## src/rtl/pipelined_adder_pkg.sv

```systemverilog
// pipelined_adder_pkg: shared encodings for the pipelined adder/subtractor
package pipelined_adder_pkg;
    localparam logic ADD = 1'b0;
    localparam logic SUB = 1'b1;
endpackage

```

## src/rtl/pipelined_adder_slice.sv

```systemverilog
// adder_slice: combinational SW-bit ripple chain built from fulladder cells
module fulladder (
    input  logic a,
    input  logic b,
    input  logic c_in,
    output logic sum,
    output logic c_out
);
    assign sum = a ^ b ^ c_in;
    assign c_out = (a & b) | (c_in & (a ^ b));
endmodule

module adder_slice #(
    parameter int SW = 4
) (
    input  logic [SW-1:0] a,
    input  logic [SW-1:0] b,
    input  logic          c_in,
    output logic [SW-1:0] sum,
    output logic          c_out,
    output logic          c_msb_in
);
    logic [SW:0] c;
    assign c[0] = c_in;
    for (genvar i = 0; i < SW; i++) begin : g_fa
        fulladder u_fa (.a(a[i]), .b(b[i]), .c_in(c[i]), .sum(sum[i]), .c_out(c[i+1]));
    end
    assign c_out = c[SW];
    assign c_msb_in = c[SW-1];
endmodule

```

## src/rtl/pipelined_adder.sv

```systemverilog
// pipelined_adder: WIDTH-bit add/sub split into STAGES registered ripple slices
// with valid/ready flow control; one slice of carry resolved per stage.
module pipelined_adder
    import pipelined_adder_pkg::*;
#(
    parameter int WIDTH = 16,
    parameter int STAGES = 4
) (
    input  logic             clk,
    input  logic             rst_n,
    input  logic             in_valid,
    output logic             in_ready,
    input  logic [WIDTH-1:0] a,
    input  logic [WIDTH-1:0] b,
    input  logic             c_in,
    input  logic             sub,
    output logic             out_valid,
    input  logic             out_ready,
    output logic [WIDTH-1:0] sum,
    output logic             c_out,
    output logic             ovf
);
    localparam int SW = WIDTH / STAGES;

    logic adv;
    logic v [STAGES];
    logic c [STAGES];
    logic s [STAGES];
    logic m [STAGES];
    logic [WIDTH-1:0] x [STAGES];
    logic [WIDTH-1:0] y [STAGES];

    assign adv = !out_valid || out_ready;
    assign in_ready = adv;

    // x rotates right one slice per stage: the unprocessed operand A slices sit at
    // the bottom and finished sum slices enter at the top, so after the last stage
    // x holds the aligned result. y shifts the remaining operand B slices down.
    for (genvar k = 0; k < STAGES; k++) begin : g_st
        logic vi, ci, si, co, cm;
        logic [WIDTH-1:0] xi, yi;
        logic [SW-1:0] ps;
        if (k == 0) begin : g_in
            assign vi = in_valid;
            assign xi = a;
            assign yi = (sub == ADD) ? b : ~b;
            assign ci = (sub == SUB) ? ~c_in : c_in;
            assign si = sub;
        end else begin : g_in
            assign vi = v[k-1];
            assign xi = x[k-1];
            assign yi = y[k-1];
            assign ci = c[k-1];
            assign si = s[k-1];
        end
        adder_slice #(.SW(SW)) u_slice (
            .a(xi[SW-1:0]),
            .b(yi[SW-1:0]),
            .c_in(ci),
            .sum(ps),
            .c_out(co),
            .c_msb_in(cm)
        );
        always_ff @(posedge clk or negedge rst_n) begin
            if (!rst_n) begin
                v[k] <= 1'b0;
                x[k] <= '0;
                y[k] <= '0;
                c[k] <= 1'b0;
                s[k] <= 1'b0;
                m[k] <= 1'b0;
            end else if (adv) begin
                v[k] <= vi;
                x[k] <= (xi >> SW) | (WIDTH'(ps) << (WIDTH - SW));
                y[k] <= yi >> SW;
                c[k] <= co;
                s[k] <= si;
                m[k] <= cm;
            end
        end
    end

    assign out_valid = v[STAGES-1];
    assign sum = x[STAGES-1];
    // In subtract mode the raw carry is inverted so 1 reads as a borrow.
    assign c_out = c[STAGES-1] ^ s[STAGES-1];
    assign ovf = c[STAGES-1] ^ m[STAGES-1];
endmodule

```

## config.mk

```make
export PLATFORM = sky130hd
export DESIGN_NAME = pipelined_adder
export DESIGN_NICKNAME = d
export VERILOG_FILES = /design/src/rtl/pipelined_adder_pkg.sv /design/src/rtl/pipelined_adder_slice.sv /design/src/rtl/pipelined_adder.sv
export SDC_FILE = /design/constraint.sdc
export NUM_CORES = 1
export LEC_CHECK = 0
export ABC_AREA = 1
export ABC_CLOCK_PERIOD_IN_PS = 3100
export CORE_ASPECT_RATIO = 0.6
export CORE_MARGIN = 2
export CORE_UTILIZATION = 57
export CTS_BUF_LIST = sky130_fd_sc_hd__clkbuf_2
export DETAILED_ROUTE_END_ITERATION = 8
export PLACE_DENSITY = 0.79
export SYNTH_ARGS = -nofsm -noshare
export SYNTH_HDL_FRONTEND = slang
export SYNTH_SLANG_ARGS = --single-unit
```

## constraint.sdc

```tcl
create_clock -name clk -period 3.1 [get_ports clk]
set_input_delay 0.775 -clock clk [delete_from_list [all_inputs] [get_ports clk]]
set_output_delay 0.775 -clock clk [all_outputs]
set_load 0.03 [all_outputs]
```

==> flow_summary.html <==
<table>
<tr><th>Metric</th><th>Value</th></tr>
<tr><th colspan="2">Run status</th></tr>
<tr><td>Result of the run</td><td>finished, final reports clean</td></tr>
<tr><th colspan="2">GRT</th></tr>
<tr><td>Number of global-route vias before repair</td><td>2800</td></tr>
<tr><td>Number of antenna violations at the first check in global routing</td><td>0</td></tr>
<tr><td>GRT Resource Usage Total</td><td>20.5%</td></tr>
<tr><td>Wire length of the first global-routing pass</td><td>13400 µm</td></tr>
<tr><td>Pin count of the biggest net entering global routing</td><td>102</td></tr>
<tr><td>GRT Residual Overflow</td><td>0</td></tr>
<tr><th colspan="2">Worst setup path</th></tr>
<tr><td>Worst r2r dst</td><td>sum[15]</td></tr>
<tr><td>Critical Path, Cell by Cell</td><td>clkdlybuf4s50_1 &gt; xnor2_1 &gt; fa_1 &gt; fa_1 &gt; fa_1 &gt; inv_1 &gt; fa_1 &gt; nand2_1 &gt; nand2_1</td></tr>
<tr><td>Slack of the worst reg-to-reg path</td><td>around 0.74 ns</td></tr>
<tr><td>Critical Path Most Common Cell</td><td>fa_1</td></tr>
<tr><td>Required time of the worst setup path</td><td>3.59 ns</td></tr>
<tr><td>Cell class contributing the biggest share of worst-path delay</td><td>adder cells</td></tr>
<tr><td>Endpoint type of the worst setup path</td><td>flop</td></tr>
<tr><td>Crit path to</td><td>g_st[1].xi[15]</td></tr>
<tr><td>Data arrival, critical path</td><td>3.32 ns</td></tr>
<tr><td>Crit-path max FO</td><td>3</td></tr>
<tr><td>Slowest Stage Delay on Critical Path</td><td>0.60 ns</td></tr>
<tr><td>Depth of the critical timing path with buffers and inverters included</td><td>9</td></tr>
<tr><td>Launch point of the worst path</td><td>sub</td></tr>
<tr><td>Number of cells traversed by the worst register-to-register path</td><td>10</td></tr>
<tr><td>Critical-path cell with the highest stage delay</td><td>clkdlybuf4s50_1</td></tr>
<tr><td>RR Startpoint</td><td>g_st[3].ci</td></tr>
<tr><td>Critical Path Source Type</td><td>primary input</td></tr>
<tr><td>Worst path bufs/invs</td><td>2</td></tr>
<tr><td>Critical Setup Path Class</td><td>in -&gt; reg</td></tr>
<tr><th colspan="2">STA</th></tr>
<tr><td>Max Clk Rate</td><td>353 MHz</td></tr>
<tr><td>Setup violation total in the final timing report</td><td>0</td></tr>
<tr><td>Final max-slew violation count</td><td>0</td></tr>
<tr><td>Slew at the pin with the worst max-slew slack</td><td>0.565 ns</td></tr>
<tr><td>Final Skew</td><td>0.0121 ns</td></tr>
<tr><td>Final worst-path cycle share</td><td>91.4%</td></tr>
<tr><td>Final critical path time including I/O delays and setup</td><td>2.83 ns</td></tr>
<tr><td>Max transition margin</td><td>62.3%</td></tr>
<tr><td>Worst hold slack</td><td>0.146 ns</td></tr>
<tr><td>Setup repair after global routing missed its margin</td><td>false</td></tr>
<tr><td>Final count of hold timing violations</td><td>0</td></tr>
<tr><th colspan="2">Yosys</th></tr>
<tr><td>Yosys reg bits</td><td>101</td></tr>
<tr><td>Number of library cell types mapped by synthesis</td><td>14</td></tr>
<tr><td>Number of synthesis warnings</td><td>0</td></tr>
<tr><td>Sequential element share of the synthesized area</td><td>between 50% and 60%</td></tr>
<tr><td>Predominant post-synthesis flop cell</td><td>dfrtp_1</td></tr>
<tr><td>Dominant cells by area after synthesis</td><td>dfrtp_1 57%, nand2_1 20%, fa_1 7.3%</td></tr>
<tr><td>Synth top cells by count</td><td>236 x nand2_1, 101 x dfrtp_1, 49 x inv_1</td></tr>
<tr><td>Synthesized cell area</td><td>0.00440 mm²</td></tr>
<tr><td>Most instantiated library cell after synthesis</td><td>nand2_1</td></tr>
<tr><td>Proportion of register bits with asynchronous set or reset after synthesis</td><td>100%</td></tr>
<tr><td>Number of enable-type register cells in the synthesized netlist</td><td>0</td></tr>
<tr><td>Net count after synthesis</td><td>540</td></tr>
<tr><td>Average size of a mapped cell</td><td>9.05 µm²</td></tr>
<tr><td>Portion of synthesized cell area occupied by the leading cell type</td><td>between 50% and 60%</td></tr>
<tr><td>Biggest area consumer among synthesized cells</td><td>dfrtp_1</td></tr>
<tr><td>Gate count of the mapped netlist</td><td>486</td></tr>
<tr><th colspan="2">Run</th></tr>
<tr><td>Number of max-cap violations</td><td>0</td></tr>
<tr><th colspan="2">Clock tree</th></tr>
<tr><td>Clock Sink Count</td><td>101</td></tr>
<tr><td>H-tree depth reported by CTS</td><td>3</td></tr>
<tr><td>Maximum buffer depth of the clock tree</td><td>2</td></tr>
<tr><td>Inserted Clock Buffers</td><td>9</td></tr>
<tr><td>Root buffer selected by CTS</td><td>clkbuf_2</td></tr>
<tr><td>Cts repair resizes</td><td>0</td></tr>
<tr><td>Clock Pin Slew Worst Setup and Hold Paths</td><td>0.26 ns</td></tr>
<tr><td>Hold-fix buffers at CTS</td><td>0</td></tr>
<tr><td>CTS tree</td><td>done</td></tr>
<tr><td>Number of buffers inserted to repair setup after CTS</td><td>0</td></tr>
<tr><td>Clock latency of the later-clocked register in the worst-skew pair</td><td>between 0.5 and 0.6 ns</td></tr>
<tr><th colspan="2">Route</th></tr>
<tr><td>Total number of vias</td><td>between 3000 and 4000</td></tr>
<tr><td>Final routed wirelength across all metal layers</td><td>around 7800 µm</td></tr>
<tr><td>Count of nets left with antenna violations after detail routing</td><td>0</td></tr>
<tr><td>Routed met3 length</td><td>438 µm</td></tr>
<tr><td>Detailed Route Iter0 Violations</td><td>201</td></tr>
<tr><td>Met1 Wirelength</td><td>about 3800 µm</td></tr>
<tr><td>DRC violation count after routing</td><td>0</td></tr>
<tr><td>Routed wirelength normalized by instance count</td><td>between 10 and 15 µm</td></tr>
<tr><td>Number of iterations in the first detailed-routing pass</td><td>4</td></tr>
<tr><td>Via count normalized by instance count</td><td>4.73</td></tr>
<tr><td>Met2 WL</td><td>3450 µm</td></tr>
<tr><td>Top layer reached by signal wires</td><td>met4</td></tr>
<tr><th colspan="2">Die</th></tr>
<tr><td>Num rows</td><td>24</td></tr>
<tr><td>Overall die area</td><td>0.00846 mm²</td></tr>
<tr><td>Std-Cell Core Area</td><td>roughly 0.0074 mm²</td></tr>
<tr><td>Ports placed on the boundary</td><td>58</td></tr>
<tr><td>Chip width</td><td>117 µm</td></tr>
<tr><td>Initial core utilization</td><td>roughly three fifths</td></tr>
<tr><td>DIE HEIGHT</td><td>72.0 µm</td></tr>
<tr><th colspan="2">Worst hold path</th></tr>
<tr><td>Type of the tightest min-delay check</td><td>in -&gt; async</td></tr>
<tr><th colspan="2">Layout</th></tr>
<tr><td>Multi-input gate area</td><td>0.00154 mm²</td></tr>
<tr><td>Sequential cell area in the final layout</td><td>0.00253 mm²</td></tr>
<tr><td>Synthesis-to-finish area growth</td><td>16.7%</td></tr>
<tr><td>Share of post-route cells with drive strength above 1</td><td>4.46%</td></tr>
<tr><td>Number of nets at the end of the flow</td><td>587</td></tr>
<tr><td># diodes</td><td>0</td></tr>
<tr><td>Final cell area excluding filler cells</td><td>slightly above 0.005 mm²</td></tr>
<tr><td># fillers</td><td>598</td></tr>
<tr><th colspan="2">Placement</th></tr>
<tr><td>Count of input and output buffers</td><td>57</td></tr>
<tr><td>GPL Wtd Cong</td><td>0.793</td></tr>
<tr><td>Cell area after placement</td><td>0.00501 mm²</td></tr>
<tr><td>Final HPWL DP</td><td>5320 µm</td></tr>
<tr><th colspan="2">Power</th></tr>
<tr><td>P per Cell Area</td><td>~930 mW/mm²</td></tr>
<tr><td>Leak Pwr</td><td>0.00264 µW</td></tr>
<tr><td>Peak supply drop</td><td>~630 µV</td></tr>
</table>
## registers in the layout (all words and copies together) (netlist names)
name	count
c	1
g_st.vi	3
g_st.yi	24
g_st.ci	3
g_st.xi	48
g_st.si	3
s	1
m	1
out_valid	1
sum	16
## area by class of cell
type | instances | share of cell area, %
multi-input combinational | 311 | 29.9
clock buffer | 9 | 0.878
inverter | 49 | 3.58
tap | 104 | 2.54
clock inverter | 7 | 1.46
sequential | 101 | 49.3
timing repair buffer | 61 | 12.3
## where the power goes
part | switching [µW] | internal, µW
logic | 1180 | 785
registers | 299 | 1890
clock network | 427 | 188
## cell usage in the layout (no fill, tap or decap), drive strengths merged
master / synthesis / routed
nand2: 236 / 236
dfrtp: 101 / 101
clkdlybuf4s50: 0 / 55
inv: 49 / 50
o21ai: 39 / 39
fa: 16 / 16
nand3: 12 / 12
clkbuf: 1 / 9
buf: 24 / 6
xnor2: 4 / 4
xor2: 3 / 3
clkinvlp: 0 / 3
clkinv: 0 / 2
nor2: 1 / 1
bufinv: 0 / 1
## kinds of logic after synthesis
logic type	synth area share (%)
AOI/OAI and AO/OA	4.44
xor gates and xnor gates	1.39
adders and majority gates	7.28
buffers and inverters	7.77
DFF	57.5
and+or+nand+nor	21.7
## layer usage
metal | GRT usage, % | vias to the layer above
met5 | 0 | -
met3 | 6.53 | 6
met2 | 30.9 | 75
li1 | - | 1547
met1 | 29.8 | 1410
met4 | 4.42 | 0
## worst min path at each step
stage	start	slack [ns]	endpoint
global placement	g_st[3].vi	0.44	out_valid
global route	rst_n	0.15	sum[12]
CTS	rst_n	0.14	sum[11]
floorplan	g_st[3].vi	0.42	out_valid
finish	rst_n	0.15	sum[11]
detailed placement	g_st[3].vi	0.44	out_valid
## per-stage QoR
step | setup TNS [ns] | power [µW] | std cells | utilization (%) | setup WS [ns]
global route | 0 | 5180 | 642 | 69.7 | 0.228
floorplan | 0 | 3530 | 486 | - | 0.0142
global placement | -0.366 | 4120 | 626 | 68.1 | -0.322
finish | 0 | 4760 | 642 | 69.7 | 0.266
detailed placement | -0.447 | 4200 | 626 | 68.1 | -0.368
CTS | 0 | 4810 | 642 | 69.7 | 0.286
No activity file was read; power rests on OpenSTA's default activity.
